--- src/rtl/m68k_uart.sv ---
// m68k_uart: byte-wide 8N1 UART on the 68k bus, clocked by clk16.
// Register side effects fire once, on the IDLE->ACK edge of the bus FSM.
// Optional feature: define M68K_UART_IRQ_EN to add the CTRL register (addr 4)
// and the active-low irq_n output.
module m68k_uart #(
    parameter int unsigned RX_DEPTH  = 8,
    parameter int unsigned DIV_RESET = 138
) (
    input  logic       clk16,
    input  logic       reset,
    input  logic       cs_n,
    input  logic       as_n,
    input  logic       lds_n,
    input  logic       rw,
    input  logic [2:0] addr,
    input  logic [7:0] din,
    output logic [7:0] dout,
    output logic       dout_oe,
    output logic       dtack_n,
    output logic       txd,
    input  logic       rxd
`ifdef M68K_UART_IRQ_EN
    ,
    output logic       irq_n
`endif
);

    localparam int unsigned   AW       = $clog2(RX_DEPTH);
    localparam logic [AW:0]   FULL_CNT = RX_DEPTH[AW:0];
    localparam logic [15:0]   DIV_INIT = DIV_RESET[15:0];

    typedef enum logic {BUS_IDLE, BUS_ACK} bus_state_t;
    typedef enum logic [1:0] {TX_IDLE, TX_START, TX_DATA, TX_STOP} tx_state_t;
    typedef enum logic [1:0] {RX_IDLE, RX_START, RX_DATA, RX_STOP} rx_state_t;

    bus_state_t  bus_state;
    tx_state_t   tx_state;
    rx_state_t   rx_state;

    logic        bus_start, bus_fire, rd_fire, wr_fire;
    logic [7:0]  rd_data;
    logic [15:0] div_reg, eff_div;

    logic [7:0]  tx_hold, tx_shift;
    logic        tx_full, tx_wr, tx_bit_end;
    logic [15:0] tx_div, tx_cnt;
    logic [2:0]  tx_bit;

    logic        rx_s1, rx_s2, rx_prev;
    logic [15:0] rx_div, rx_cnt, rx_half_end;
    logic [2:0]  rx_bit;
    logic [7:0]  rx_shift;
    logic        rx_wait_high, rx_push, rx_ferr_set;

    logic [7:0]  fifo_mem [RX_DEPTH];
    logic [AW-1:0] wr_ptr, rd_ptr;
    logic [AW:0] rx_count;
    logic        rx_nonempty, fifo_full, pop, fifo_wr;
    logic        rx_overrun, frame_err;

`ifdef M68K_UART_IRQ_EN
    logic        rx_ie, tx_ie;
`endif

    // Byte lane qualifies the side effect; an upper-lane-only cycle is still acknowledged.
    assign bus_start   = (bus_state == BUS_IDLE) && !cs_n && !as_n;
    assign bus_fire    = bus_start && !lds_n;
    assign rd_fire     = bus_fire && rw;
    assign wr_fire     = bus_fire && !rw;

    assign eff_div     = (div_reg < 16'd4) ? 16'd4 : div_reg;
    assign rx_nonempty = (rx_count != '0);
    assign fifo_full   = (rx_count == FULL_CNT);
    assign pop         = rd_fire && (addr == 3'd0) && rx_nonempty;
    assign fifo_wr     = rx_push && (!fifo_full || pop);
    assign tx_wr       = wr_fire && (addr == 3'd0) && !tx_full;
    assign tx_bit_end  = (tx_cnt == tx_div - 16'd1);
    assign rx_half_end = {1'b0, rx_div[15:1]} - 16'd1;

    // Register read mux
    always_comb begin
        rd_data = '0;
        case (addr)
            3'd0: if (rx_nonempty) rd_data = fifo_mem[rd_ptr];
            3'd1: rd_data = {4'b0000, frame_err, rx_overrun, !tx_full, rx_nonempty};
            3'd2: rd_data = div_reg[7:0];
            3'd3: rd_data = div_reg[15:8];
`ifdef M68K_UART_IRQ_EN
            3'd4: rd_data = {6'b000000, tx_ie, rx_ie};
`endif
            default: rd_data = '0;
        endcase
    end

    // Bus handshake FSM with registered dtack_n, dout and dout_oe
    always_ff @(posedge clk16 or posedge reset) begin
        if (reset) begin
            bus_state <= BUS_IDLE;
            dtack_n   <= 1'b1;
            dout      <= '0;
            dout_oe   <= 1'b0;
        end else begin
            case (bus_state)
                BUS_IDLE: if (bus_start) begin
                    bus_state <= BUS_ACK;
                    dtack_n   <= 1'b0;
                    dout_oe   <= rw;
                    dout      <= (!lds_n && rw) ? rd_data : '0;
                end
                BUS_ACK: if (as_n) begin
                    bus_state <= BUS_IDLE;
                    dtack_n   <= 1'b1;
                    dout_oe   <= 1'b0;
                end
                default: bus_state <= BUS_IDLE;
            endcase
        end
    end

    // Divisor and control registers
    always_ff @(posedge clk16 or posedge reset) begin
        if (reset) begin
            div_reg <= DIV_INIT;
`ifdef M68K_UART_IRQ_EN
            rx_ie   <= 1'b0;
            tx_ie   <= 1'b0;
`endif
        end else if (wr_fire) begin
            case (addr)
                3'd2: div_reg[7:0]  <= din;
                3'd3: div_reg[15:8] <= din;
`ifdef M68K_UART_IRQ_EN
                3'd4: begin
                    rx_ie <= din[0];
                    tx_ie <= din[1];
                end
`endif
                default: ;
            endcase
        end
    end

    // Transmitter: holding register plus shifter; STOP chains straight into START
    always_ff @(posedge clk16 or posedge reset) begin
        if (reset) begin
            tx_state <= TX_IDLE;
            txd      <= 1'b1;
            tx_hold  <= '0;
            tx_full  <= 1'b0;
            tx_shift <= '0;
            tx_div   <= DIV_INIT;
            tx_cnt   <= '0;
            tx_bit   <= '0;
        end else begin
            tx_cnt <= tx_cnt + 16'd1;
            case (tx_state)
                TX_IDLE: begin
                    tx_cnt <= '0;
                    txd    <= 1'b1;
                    if (tx_full) begin
                        tx_shift <= tx_hold;
                        tx_full  <= 1'b0;
                        tx_div   <= eff_div;
                        txd      <= 1'b0;
                        tx_state <= TX_START;
                    end
                end
                TX_START: if (tx_bit_end) begin
                    tx_cnt   <= '0;
                    txd      <= tx_shift[0];
                    tx_bit   <= '0;
                    tx_state <= TX_DATA;
                end
                TX_DATA: if (tx_bit_end) begin
                    tx_cnt <= '0;
                    if (tx_bit == 3'd7) begin
                        txd      <= 1'b1;
                        tx_state <= TX_STOP;
                    end else begin
                        tx_bit   <= tx_bit + 3'd1;
                        tx_shift <= {1'b0, tx_shift[7:1]};
                        txd      <= tx_shift[1];
                    end
                end
                TX_STOP: if (tx_bit_end) begin
                    tx_cnt <= '0;
                    if (tx_full) begin
                        tx_shift <= tx_hold;
                        tx_full  <= 1'b0;
                        tx_div   <= eff_div;
                        txd      <= 1'b0;
                        tx_state <= TX_START;
                    end else begin
                        tx_state <= TX_IDLE;
                    end
                end
                default: tx_state <= TX_IDLE;
            endcase
            // Load and write are exclusive: a write only lands while the holding register is empty
            if (tx_wr) begin
                tx_hold <= din;
                tx_full <= 1'b1;
            end
        end
    end

    // rxd synchroniser plus one delayed copy for falling-edge detection
    always_ff @(posedge clk16 or posedge reset) begin
        if (reset) begin
            rx_s1   <= 1'b1;
            rx_s2   <= 1'b1;
            rx_prev <= 1'b1;
        end else begin
            rx_s1   <= rxd;
            rx_s2   <= rx_s1;
            rx_prev <= rx_s2;
        end
    end

    // Receiver: mid-bit sampling, false-start rejection, stop-bit check
    always_ff @(posedge clk16 or posedge reset) begin
        if (reset) begin
            rx_state     <= RX_IDLE;
            rx_div       <= DIV_INIT;
            rx_cnt       <= '0;
            rx_bit       <= '0;
            rx_shift     <= '0;
            rx_wait_high <= 1'b0;
            rx_push      <= 1'b0;
            rx_ferr_set  <= 1'b0;
        end else begin
            rx_push     <= 1'b0;
            rx_ferr_set <= 1'b0;
            rx_cnt      <= rx_cnt + 16'd1;
            case (rx_state)
                RX_IDLE: begin
                    rx_cnt <= '0;
                    if (rx_prev && !rx_s2) begin
                        rx_div   <= eff_div;
                        rx_state <= RX_START;
                    end
                end
                RX_START: if (rx_cnt == rx_half_end) begin
                    rx_cnt   <= '0;
                    rx_bit   <= '0;
                    rx_state <= rx_s2 ? RX_IDLE : RX_DATA;
                end
                RX_DATA: if (rx_cnt == rx_div - 16'd1) begin
                    rx_cnt   <= '0;
                    rx_shift <= {rx_s2, rx_shift[7:1]};
                    rx_bit   <= rx_bit + 3'd1;
                    if (rx_bit == 3'd7) rx_state <= RX_STOP;
                end
                RX_STOP: begin
                    if (rx_wait_high) begin
                        if (rx_s2) begin
                            rx_wait_high <= 1'b0;
                            rx_state     <= RX_IDLE;
                        end
                    end else if (rx_cnt == rx_div - 16'd1) begin
                        if (rx_s2) begin
                            rx_push  <= 1'b1;
                            rx_state <= RX_IDLE;
                        end else begin
                            rx_ferr_set  <= 1'b1;
                            rx_wait_high <= 1'b1;
                        end
                    end
                end
                default: rx_state <= RX_IDLE;
            endcase
        end
    end

    // FIFO storage (no reset needed: the pointers define validity)
    always_ff @(posedge clk16) begin
        if (fifo_wr) fifo_mem[wr_ptr] <= rx_shift;
    end

    // FIFO pointers, count and sticky flags; a set in the same cycle beats a STATUS-read clear
    always_ff @(posedge clk16 or posedge reset) begin
        if (reset) begin
            wr_ptr     <= '0;
            rd_ptr     <= '0;
            rx_count   <= '0;
            rx_overrun <= 1'b0;
            frame_err  <= 1'b0;
        end else begin
            if (pop)     rd_ptr <= rd_ptr + 1'b1;
            if (fifo_wr) wr_ptr <= wr_ptr + 1'b1;
            case ({fifo_wr, pop})
                2'b10:   rx_count <= rx_count + 1'b1;
                2'b01:   rx_count <= rx_count - 1'b1;
                default: ;
            endcase
            if (rd_fire && (addr == 3'd1)) begin
                rx_overrun <= 1'b0;
                frame_err  <= 1'b0;
            end
            if (rx_push && fifo_full && !pop) rx_overrun <= 1'b1;
            if (rx_ferr_set) frame_err <= 1'b1;
        end
    end

`ifdef M68K_UART_IRQ_EN
    // Registered interrupt request
    always_ff @(posedge clk16 or posedge reset) begin
        if (reset) irq_n <= 1'b1;
        else       irq_n <= !((rx_ie && rx_nonempty) || (tx_ie && !tx_full));
    end
`endif

endmodule

--- config.mk ---
export PLATFORM = sky130hd
export DESIGN_NAME = m68k_uart
export DESIGN_NICKNAME = d
export VERILOG_FILES = /design/src/rtl/m68k_uart.sv
export SDC_FILE = /design/constraint.sdc
export NUM_CORES = 1
export LEC_CHECK = 0
export ABC_AREA = 1
export CAP_MARGIN = 20
export CORE_MARGIN = 2
export CORE_UTILIZATION = 50
export CTS_CLUSTER_DIAMETER = 200
export DETAILED_ROUTE_END_ITERATION = 10
export MAX_ROUTING_LAYER = met4
export PLACE_DENSITY = 0.74
export SYNTH_ARGS = -nofsm -noshare
export SYNTH_HDL_FRONTEND = slang
export SYNTH_SLANG_ARGS = --single-unit
--- constraint.sdc ---
create_clock -name clk16 -period 6.95 [get_ports clk16]
set_input_delay 2.085 -clock clk16 [delete_from_list [all_inputs] [get_ports clk16]]
set_output_delay 2.085 -clock clk16 [all_outputs]
set_load 0.05 [all_outputs]
==> metrics <==
Syn Inst Count 1262; clock latency of the later-clocked register in the worst-skew pair 0.51 ns; result of the run finished, final reports clean; largest cells by area after synthesis sky130_fd_sc_hd__dfrtp_1, sky130_fd_sc_hd__edfxtp_1, sky130_fd_sc_hd__nand2_1; achievable frequency 214 MHz; number of antenna repair diodes 0; signal arrival time at the worst endpoint 5.07 ns; peak ir drop on the vdd network 0.179 mV; post-layout net count 1326; number of nets produced by synthesis 1300; Final Skew 0.0138 ns; residual DRC count 0; count of unique library cells instantiated by Yosys 50; share of the clock period used by the worst path after layout 0.672; register bank with the most flops fifo_mem; P_leak 5.79 nW; total CTS buffers 23; Post-CTS Setup Bufs 0; vias in the first global route 7823; initial antenna violation count 0; final global-route overflow total 0; Bufs on Longest Clock Path 3; pin count of the biggest net entering global routing 105; area added between synthesis and finish 11.6%; WL/cell 15.0 um; post-CTS clock slew at the launch and capture registers of the worst setup and hold paths 0.06 ns; clock sinks 209; final-report setup violation count 0; proportion of register bits with asynchronous set or reset after synthesis 0.694; number of flip-flops in the largest register 64; count of hold-fix buffers inserted at cts 0; max-cap check violation count 0; setup repair after global routing missed its margin false; die extent in y 151 um; hold violation count in the final report 0; shortest period the worst path allows 4.67 ns; Via Count 8431; Total Neg Setup Slack 0 ns; overall die area 0.0229 mm2; Yosys warning total 0; final HPWL from detailed placement 16800 um; Root Buffer Master sky130_fd_sc_hd__clkbuf_16; power consumption 0.00416 W; count of pins on the block boundary 29; count of input and output buffers 28; global-route wire length before repair 38900 um; top cell type's share of synthesized area 0.302; Worst Path Max Fanout 8; flop2flop setup slack 3.98 ns; die outline width 151 um; Worst Tran Pin Value 1.01 ns; core outline area 0.0212 mm2; detailed-routing iteration count for the pre-antenna-repair pass 6; Routed Antenna Nets 0; total global-route track usage 0.218; starting density of the core 0.514; drt via density 5.34; power density of the placed cells 343 mW/mm2; Worst Hold Class reg2reg; Setup crit end kind register; Initial DRC Count 694; Primary FF master, synth sky130_fd_sc_hd__dfrtp_1; Avg Cell Area, Syn 8.61 um2; final count of pins violating max slew 0; post-synthesis cell type with the largest combined area sky130_fd_sc_hd__dfrtp_1; Final GP Congestion 0.922; CTS HTree Levels 1; data required time of the worst path 7.35 ns; standard-cell rows 53; sequential fraction of the synthesis area 0.512; number of enable flip-flop cells after synthesis 64; layout cells sized above 1 0.0790; number of instances resized during post-cts repair 0; area of the mapped netlist 0.0109 mm2; Total Routed Length 23800 um; startpoint-to-endpoint class of the critical path in2reg; type of element launching the critical path primary input; worst rel slew slack 0.327; total of flip-flops plus latches after synthesis 209; CTS tree built
[per-layer routing]
layer,vias to the layer above,GRT usage,share of wire
met2,229,0.352,0.48
met4,0,0.0626,0.027
met3,52,0.0295,0.050
li1,4187,-,-
met1,3963,0.291,0.45
met5,-,-,0
[cell usage after synthesis (10+ instances only)]
library cell and n:
sky130_fd_sc_hd__nand2_1 360, sky130_fd_sc_hd__o21ai_0 85, sky130_fd_sc_hd__clkbuf_1 24, sky130_fd_sc_hd__ha_1 19, sky130_fd_sc_hd__nor3_1 15, sky130_fd_sc_hd__nand3_1 62
sky130_fd_sc_hd__nand4_1 30, sky130_fd_sc_hd__xnor2_1 23, sky130_fd_sc_hd__dfstp_2 14, sky130_fd_sc_hd__edfxtp_1 64, sky130_fd_sc_hd__xor2_1 48, sky130_fd_sc_hd__nor2_1 130
sky130_fd_sc_hd__dfrtp_1 131, sky130_fd_sc_hd__inv_1 125, sky130_fd_sc_hd__or2_2 10
[power breakdown]
group / leakage, nW / total, W / switching (W) / internal (W)
sequential: 2.54 / 0.00154 / 0.000160 / 0.00138
combinational: 2.90 / 0.00142 / 0.000929 / 0.000489
clock: 0.356 / 0.00120 / 0.000510 / 0.000686
[layout make-up]
type / count / area (um2)
inverters: 129 / 489
repair buffers: 30 / 295
flip-flops and latches: 209 / 5570
multi-input cells: 895 / 4680
fillers: 1823 / 9030
clock inverters: 14 / 128
clock buffers: 27 / 621
well taps: 275 / 344
[cells in the final DEF (no fill, tap or decap), types with 5 or more instances in the layout]
cell	synthesis	layout
sky130_fd_sc_hd__o22ai_1	8	8
sky130_fd_sc_hd__a22oi_1	6	6
sky130_fd_sc_hd__inv_6	0	5
sky130_fd_sc_hd__o211ai_1	7	7
sky130_fd_sc_hd__nor3_1	15	15
sky130_fd_sc_hd__nand2_2	8	8
sky130_fd_sc_hd__o221ai_1	8	8
sky130_fd_sc_hd__inv_1	125	124
sky130_fd_sc_hd__a22o_1	8	8
sky130_fd_sc_hd__nand3b_1	8	8
sky130_fd_sc_hd__or2_2	10	10
sky130_fd_sc_hd__ha_1	19	19
sky130_fd_sc_hd__nand2_1	360	360
sky130_fd_sc_hd__edfxtp_1	64	64
sky130_fd_sc_hd__o21ai_0	85	85
sky130_fd_sc_hd__clkdlybuf4s50_1	0	28
sky130_fd_sc_hd__nor2_4	5	5
sky130_fd_sc_hd__xor2_1	48	48
sky130_fd_sc_hd__clkbuf_16	0	23
sky130_fd_sc_hd__nand3_1	62	62
sky130_fd_sc_hd__a21oi_1	6	6
sky130_fd_sc_hd__nor2_2	7	7
sky130_fd_sc_hd__dfrtp_1	131	131
sky130_fd_sc_hd__dfstp_2	14	14
sky130_fd_sc_hd__nor2_1	130	130
sky130_fd_sc_hd__xnor2_1	23	23
sky130_fd_sc_hd__nand4_1	30	30
[stage by stage]
stage	instances	setup WS [ns]	hold slack [ns]	utilization	area, um2
finish	1579	2.28	0.359	0.573	12100
global route	1579	2.11	0.363	0.573	12100
CTS	1579	2.37	0.361	0.573	12100
detailed placement	1538	1.85	0.351	0.538	11400
global placement	1538	2.01	0.346	0.538	11400
floorplan	1262	0.994	0.345	-	10900
[worst paths after layout]
| path | start | end | cells after the start |
|---|---|---|---|
| min in group asynchronous | reset | rx_cnt[0] | 2 |
| min reg2reg | rx_s1 | rx_s2 | 0 |
| min | rx_s1 | rx_s2 | 0 |
| max in group asynchronous | reset | rx_count[0] | 3 |
| max reg2reg | rd_ptr[0] | dout[1] | 6 |
| max | addr[2] | rx_count[3] | 16 |
[worst max-delay path: stages]
cell and delay, ns:
sky130_fd_sc_hd__clkdlybuf4s50_1 0.48, sky130_fd_sc_hd__nor2_1 0.20, sky130_fd_sc_hd__nand2_1 0.11, sky130_fd_sc_hd__nor2_1 0.41, sky130_fd_sc_hd__nand2_1 0.19, sky130_fd_sc_hd__nand3_1 0.14
sky130_fd_sc_hd__nand2_1 0.11, sky130_fd_sc_hd__ha_1 0.26, sky130_fd_sc_hd__ha_1 0.32, sky130_fd_sc_hd__nand2_1 0.08, sky130_fd_sc_hd__nor2_1 0.04, sky130_fd_sc_hd__a211oi_1 0.25
sky130_fd_sc_hd__nor2_1 0.07, sky130_fd_sc_hd__nor2_1 0.11, sky130_fd_sc_hd__nand2_1 0.07, sky130_fd_sc_hd__xor2_1 0.14
[cells by family (layout without fill, tap and decap cells)]
family	after synthesis	count (layout)	share of synthesized area
simple gates	658	658	0.268
flops	209	209	0.512
buf+inv	158	200	0.0571
compound gates	145	145	0.0795
xor+xnor	72	72	0.0593
fa+ha+maj	20	20	0.0237
Note: power is estimated with default switching activity, not from simulation.
==> variant 1 (config.mk and constraints unchanged) <==
Register the output `txd` once more, with the module's reset; this adds one clock of latency there. The other outputs are not delayed to match.
--- a/src/rtl/m68k_uart.sv
+++ b/src/rtl/m68k_uart.sv
@@ -33,6 +33,8 @@
     typedef enum logic [1:0] {TX_IDLE, TX_START, TX_DATA, TX_STOP} tx_state_t;
     typedef enum logic [1:0] {RX_IDLE, RX_START, RX_DATA, RX_STOP} rx_state_t;
 
+    logic txd_s0;
+
     bus_state_t  bus_state;
     tx_state_t   tx_state;
     rx_state_t   rx_state;
@@ -144,7 +146,7 @@
     always_ff @(posedge clk16 or posedge reset) begin
         if (reset) begin
             tx_state <= TX_IDLE;
-            txd      <= 1'b1;
+            txd_s0   <= 1'b1;
             tx_hold  <= '0;
             tx_full  <= 1'b0;
             tx_shift <= '0;
@@ -156,30 +158,30 @@
             case (tx_state)
                 TX_IDLE: begin
                     tx_cnt <= '0;
-                    txd    <= 1'b1;
+                    txd_s0 <= 1'b1;
                     if (tx_full) begin
                         tx_shift <= tx_hold;
                         tx_full  <= 1'b0;
                         tx_div   <= eff_div;
-                        txd      <= 1'b0;
+                        txd_s0   <= 1'b0;
                         tx_state <= TX_START;
                     end
                 end
                 TX_START: if (tx_bit_end) begin
                     tx_cnt   <= '0;
-                    txd      <= tx_shift[0];
+                    txd_s0   <= tx_shift[0];
                     tx_bit   <= '0;
                     tx_state <= TX_DATA;
                 end
                 TX_DATA: if (tx_bit_end) begin
                     tx_cnt <= '0;
                     if (tx_bit == 3'd7) begin
-                        txd      <= 1'b1;
+                        txd_s0   <= 1'b1;
                         tx_state <= TX_STOP;
                     end else begin
                         tx_bit   <= tx_bit + 3'd1;
                         tx_shift <= {1'b0, tx_shift[7:1]};
-                        txd      <= tx_shift[1];
+                        txd_s0   <= tx_shift[1];
                     end
                 end
                 TX_STOP: if (tx_bit_end) begin
@@ -188,7 +190,7 @@
                         tx_shift <= tx_hold;
                         tx_full  <= 1'b0;
                         tx_div   <= eff_div;
-                        txd      <= 1'b0;
+                        txd_s0   <= 1'b0;
                         tx_state <= TX_START;
                     end else begin
                         tx_state <= TX_IDLE;
@@ -310,5 +312,13 @@
     end
 `endif
 
+    always_ff @(posedge clk16 or posedge reset) begin
+        if (reset) begin
+            txd <= '0;
+        end else begin
+            txd <= txd_s0;
+        end
+    end
+
 endmodule
 
Behaviour: not the same (a bounded check fails within 4 cycles, from zero or initial values and one cycle with reset high).
==> variant 1 against the unedited design <==
- area after synthesis increased by 0.12%
- total power grew 0.74%
- worst setup slack improved by 0.079 ns
- sequential share of layout area down 0.096 points
- register-to-register slack improved by 0.09 ns
- combinational power decreased by 3%
- wire length rose by 2.3%
- sequential cell count is 1 higher
- cell count is 0.63% higher
- utilization grew 0.38 points
- final area is 0.66% higher
- fmax is 1.7% higher
- clock skew is 0.0055 ns lower
- critical path depth did not move
==> variant 1: results (changes against the unedited design) <==
The non-filler instance count after layout is 1,589 (+0.63%). The worst stage delay on the critical path came to 0.46 ns (-0.02 ns). The first-pass iteration count of the detailed router is 5 (-1). Ranked by instance count, the synthesized netlist is headed by nand2_1, nor2_1, inv_1, dfrtp_1, o21ai_0. The global routing usage on met3 came out at 0.03593 (+0.006410).

The number of synthesized flops with an enable pin is 64 (unchanged). The first-pass GRT wire length was 40.17 mm (+3.4%). The setup violation total in the final timing report came to 0 (unchanged). The largest net degree at the start of global routing came out at 110 (+4.8%). The fraction of layout instances using a drive strength above 1 came out at 0.07991 (+0.0009209). The share of async-settable or async-resettable flops after synthesis came out at 0.6952 (+0.001458). The largest vdd supply drop was 222.1 uV (+24%). The number of nets in the layout is 1,336 (+0.75%).

The root buffer selected by CTS is clkbuf_16. The routed wire length per instance is 15.30 um (+1.7%). The slew at the pin with the worst max-slew slack was 0.9182 ns (-0.09059 ns). The largest clock skew in the final design came out at 0.008336 ns (-0.005484 ns). The peak fanout along the critical path came out at 8 (unchanged). Ranked by total cell area, the synthesized netlist is headed by dfrtp_1, edfxtp_1, nand2_1. The number of DRC violations after detailed-routing iteration 0 came to 612 (-12%). The number of levels in the clock H-tree is 1 (unchanged). The number of setup buffers added after CTS is 0 (unchanged). The antenna diode count came to 0 (unchanged). The post-cts repair resize count came out at 0 (unchanged).

The met1 demand-to-capacity share in global routing is 0.3293 (+0.03832). The number of cells in the design after placement was 1,547 (+0.59%). The total negative setup slack came out at 0 ns (unchanged). The portion of the post-synthesis area used by sequential elements is 0.5142 (+0.001711). The placer congestion estimate is 0.8723 (-5.4%). The maximum count of clock buffers along a single path was 3 (unchanged). The mean post-synth cell area came out at 8.531 um2 (-0.91%). The area fraction of the dominant cell type after synthesis came out at 0.3037 (+0.001954). Ranked by flip-flop count, first place goes to fifo_mem. The cell leakage power is 5.743 nW (-0.84%). The global routing met2 resource utilization came out at 0.3450 (-0.006561). The flow ran to the end, and the final reports show no timing, DRC or antenna violations. The arrival time at the worst endpoint came out at 4.98 ns (-0.09 ns). The number of library cell types mapped by synthesis came to 49 (-2.0%). The total global-route track usage is 0.2275 (+0.009309). The standard cell with the maximum stage delay on the critical path is clkdlybuf4s50_1.

The number of global-route vias before repair came out at 7,782 (-0.52%). The number of I/O port buffers is 28 (unchanged). The post-CTS clock slew at the launch and capture registers of the worst setup and hold paths came out at 0.06 ns (about the same). The switching part of the total is 0.3725 (-0.01236). The total half-perimeter wirelength after legalization and detailed placement is 17.38 mm (+3.6%). The via density per instance came out at 5.317 (-0.43%).
==> variant 1: layout make-up <==
type / count / area, um2
well taps: 275 / 344.1
repair buffers: 31 / 322.8
flip-flops and latches: 210 / 5593
fillers: 1795 / 8947
clock inverters: 10 / 93.84
multi-input cells: 887 / 4594
inverters: 145 / 549.3
clock buffers: 31 / 709.4
==> variant 1: worst max-delay path: cells and delay by family <==
family,cells,cell delay (ns)
simple gates,11,1.47
fa+ha+maj,2,0.60
buf+inv,1,0.46
xor+xnor,1,0.14
compound gates,1,0.23
==> variant 1: power groups by stage <==
stage | Combinational (mW) | Clock (mW) | Sequential (mW)
after floorplan | 1.12 | 0 | 1.53
after global placement | 1.33 | 0 | 1.57
after detailed placement | 1.37 | 0 | 1.57
after CTS | 1.38 | 1.28 | 1.55
after global routing | 1.58 | 1.35 | 1.57
final | 1.38 | 1.26 | 1.55
==> variant 1: final timing paths <==
check	start	end	slack, ns	cells past startpoint
hold reg to reg	rx_s1	rx_s2	0.36	0
max in group asynchronous	reset	div_reg[7]	3.86	4
setup / recovery	addr[2]	rx_count[3]	2.36	16
hold / removal	rx_s1	rx_s2	0.36	0
min in group asynchronous	reset	rx_cnt[15]	1.86	2
setup reg to reg	rx_count[1]	rx_count[3]	4.07	16
==> variant 1: per-layer routing <==
| metal | share of wire | vias up |
|---|---|---|
| li1 | - | 4215 |
| met1 | 0.47 | 3962 |
| met2 | 0.45 | 237 |
| met3 | 0.066 | 34 |
| met4 | 0.015 | 0 |
| met5 | 0 | - |
==> variant 1: kinds of logic (layout without fill, tap and decap cells) <==
kind of cell             after synthesis  in the layout  share of synthesized area
flip-flops                           210            210                     0.5142
AND/OR/NAND/NOR                      649            649                     0.2579
XOR/XNOR                              61             61                    0.05165
multiplexers                           7              7                   0.007248
adder cells (fa/ha/maj)               20             20                    0.02370
AO/OA/AOI/OAI                        150            150                    0.08191
buffers and inverters                178            217                    0.06338
==> variant 1: metrics by stage <==
step | setup WS (ns) | hold WS (ns) | instance area (um2)
finish | 2.359 | 0.3607 | 12210
global route | 2.018 | 0.3627 | 12210
CTS | 2.363 | 0.3596 | 12180
detailed placement | 1.847 | 0.3542 | 11380
global placement | 1.943 | 0.3539 | 11380
floorplan | 0.9652 | 0.3452 | 10880
==> variant 2 (config.mk and constraints unchanged) <==
Made on the original files. Add a define of `M68K_UART_IRQ_EN`.
--- a/src/rtl/m68k_uart.sv
+++ b/src/rtl/m68k_uart.sv
@@ -2,6 +2,8 @@
 // Register side effects fire once, on the IDLE->ACK edge of the bus FSM.
 // Optional feature: define M68K_UART_IRQ_EN to add the CTRL register (addr 4)
 // and the active-low irq_n output.
+`define M68K_UART_IRQ_EN
+
 module m68k_uart #(
     parameter int unsigned RX_DEPTH  = 8,
     parameter int unsigned DIV_RESET = 138
Behaviour (old outputs only; new: irq_n): not the same (Yosys sat finds a counterexample within 4 cycles, from zero or initial values and one cycle with reset high).
==> variant 2 against the unedited design <==
- total power up 11%
- sequential cell count is 3 higher
- non-clock buffer count grew 2
- worst setup slack worse by 0.24 ns
- area after synthesis barely moved
- final area is 0.92% higher
- wire length rose by 4.9%
- global-route usage increased by 1.3 points
- critical path type unchanged
- largest cell class unchanged
- largest power group is now combinational logic
==> variant 2: results (changes against the unedited design) <==
The XOR/XNOR share of the synthesized area is 0.05160 (-0.007710). The wire length after detailed routing is 24.92 mm (+4.9%). The number of cells traversed by the worst register-to-register path came out at 15 (+9). The fraction of layout instances using a drive strength above 1 came out at 0.07399 (-0.004998). The cell leakage power came out at 5.520 nW (-4.7%). The net switching component of the power came out at 1.736 mW (+8.5%). The number of global-route vias before repair is 8,036 (+2.7%). The number of I/O port buffers was 29 (+3.6%). The commonest cells after synthesis are nand2_1, inv_1, nor2_1, dfrtp_1, o21ai_0. After synthesis, the cell types taking the most area are dfrtp_1, edfxtp_1, nand2_1. The via density per instance is 5.354 (+0.27%).

For this design, the slowest cell found on the critical path is nor2_1. The largest vdd supply drop is 229.7 uV (+28%). The combinational power share came out at 0.353 (+0.012). The first-pass GRT wire length was 40.76 mm (+4.9%). The number of DRC violations after detailed-routing iteration 0 was 671 (-3.3%).

The relative slew slack came out at 0.3383 (+0.01081). The share of the synthesized area in compound gates (AO/OA/AOI/OAI) came out at 0.09284 (+0.01337). The power density over cell area came to 376.9 mW/mm2 (+10%). The total half-perimeter wirelength after legalization and detailed placement came out at 17.67 mm (+5.3%). The total global-route track usage is 0.2311 (+0.01292). The multiplexer share of the synthesized area is 0.007256 (+0.007256). The worst stage delay on the critical path is 0.44 ns (-0.04 ns). The worst hold margin came to 0.3603 ns (+0.001289 ns).

The clock latency reported for the late side of the worst-skew pair is 0.54 ns (+0.03 ns). The post-synthesis share of cell area spent on full adders, half adders and majority gates is 0.02488 (+0.001155). The worst slack at placement came out at 1.606 ns (-0.2447 ns). The share of async-settable or async-resettable flops after synthesis came to 0.6981 (+0.004333). The critical path starts at addr[1].

The portion of the post-synthesis area used by sequential elements is 0.5196 (+0.007085). The largest net degree at the start of global routing came out at 60 (-43%). The mean post-synth cell area is 8.574 um2 (-0.41%). The run finished with clean final reports.

The largest clock skew in the final design is 0.02749 ns (+0.01367 ns).
-- variant 2: routing by layer --
metal	wire, um	GRT usage
met1	10970	0.3036
met2	12210	0.3842
met3	1141	0.02741
met4	597	0.05981
met5	0	-
-- variant 2: layout make-up --
cell class,count,area [um2]
Multi-Input combinational cell,872,4492
Clock buffer,34,691.9
Timing Repair Buffer,32,312.8
Tap cell,275,344.1
Sequential cell,212,5644
Fill cell,1843,8916
Inverter,151,571.8
Clock inverter,10,181.4
-- variant 2: worst max-delay path by stage --
stage | endpoint | slack [ns]
finish | rx_count[3] | 2.04
global route | rx_count[3] | 1.76
CTS | rx_count[3] | 2.15
detailed placement | rx_count[3] | 1.61
global placement | rx_count[3] | 1.81
floorplan | async pin | 0.91
-- variant 2: logic make-up (layout without fill, tap and decap cells) --
logic type	after synthesis	after routing
adder cells (fa/ha/maj)	21	21
AND/OR/NAND/NOR	604	604
buffers and inverters	183	227
XOR/XNOR	64	64
flip-flops	212	212
multiplexers	7	7
AO/OA/AOI/OAI	176	176
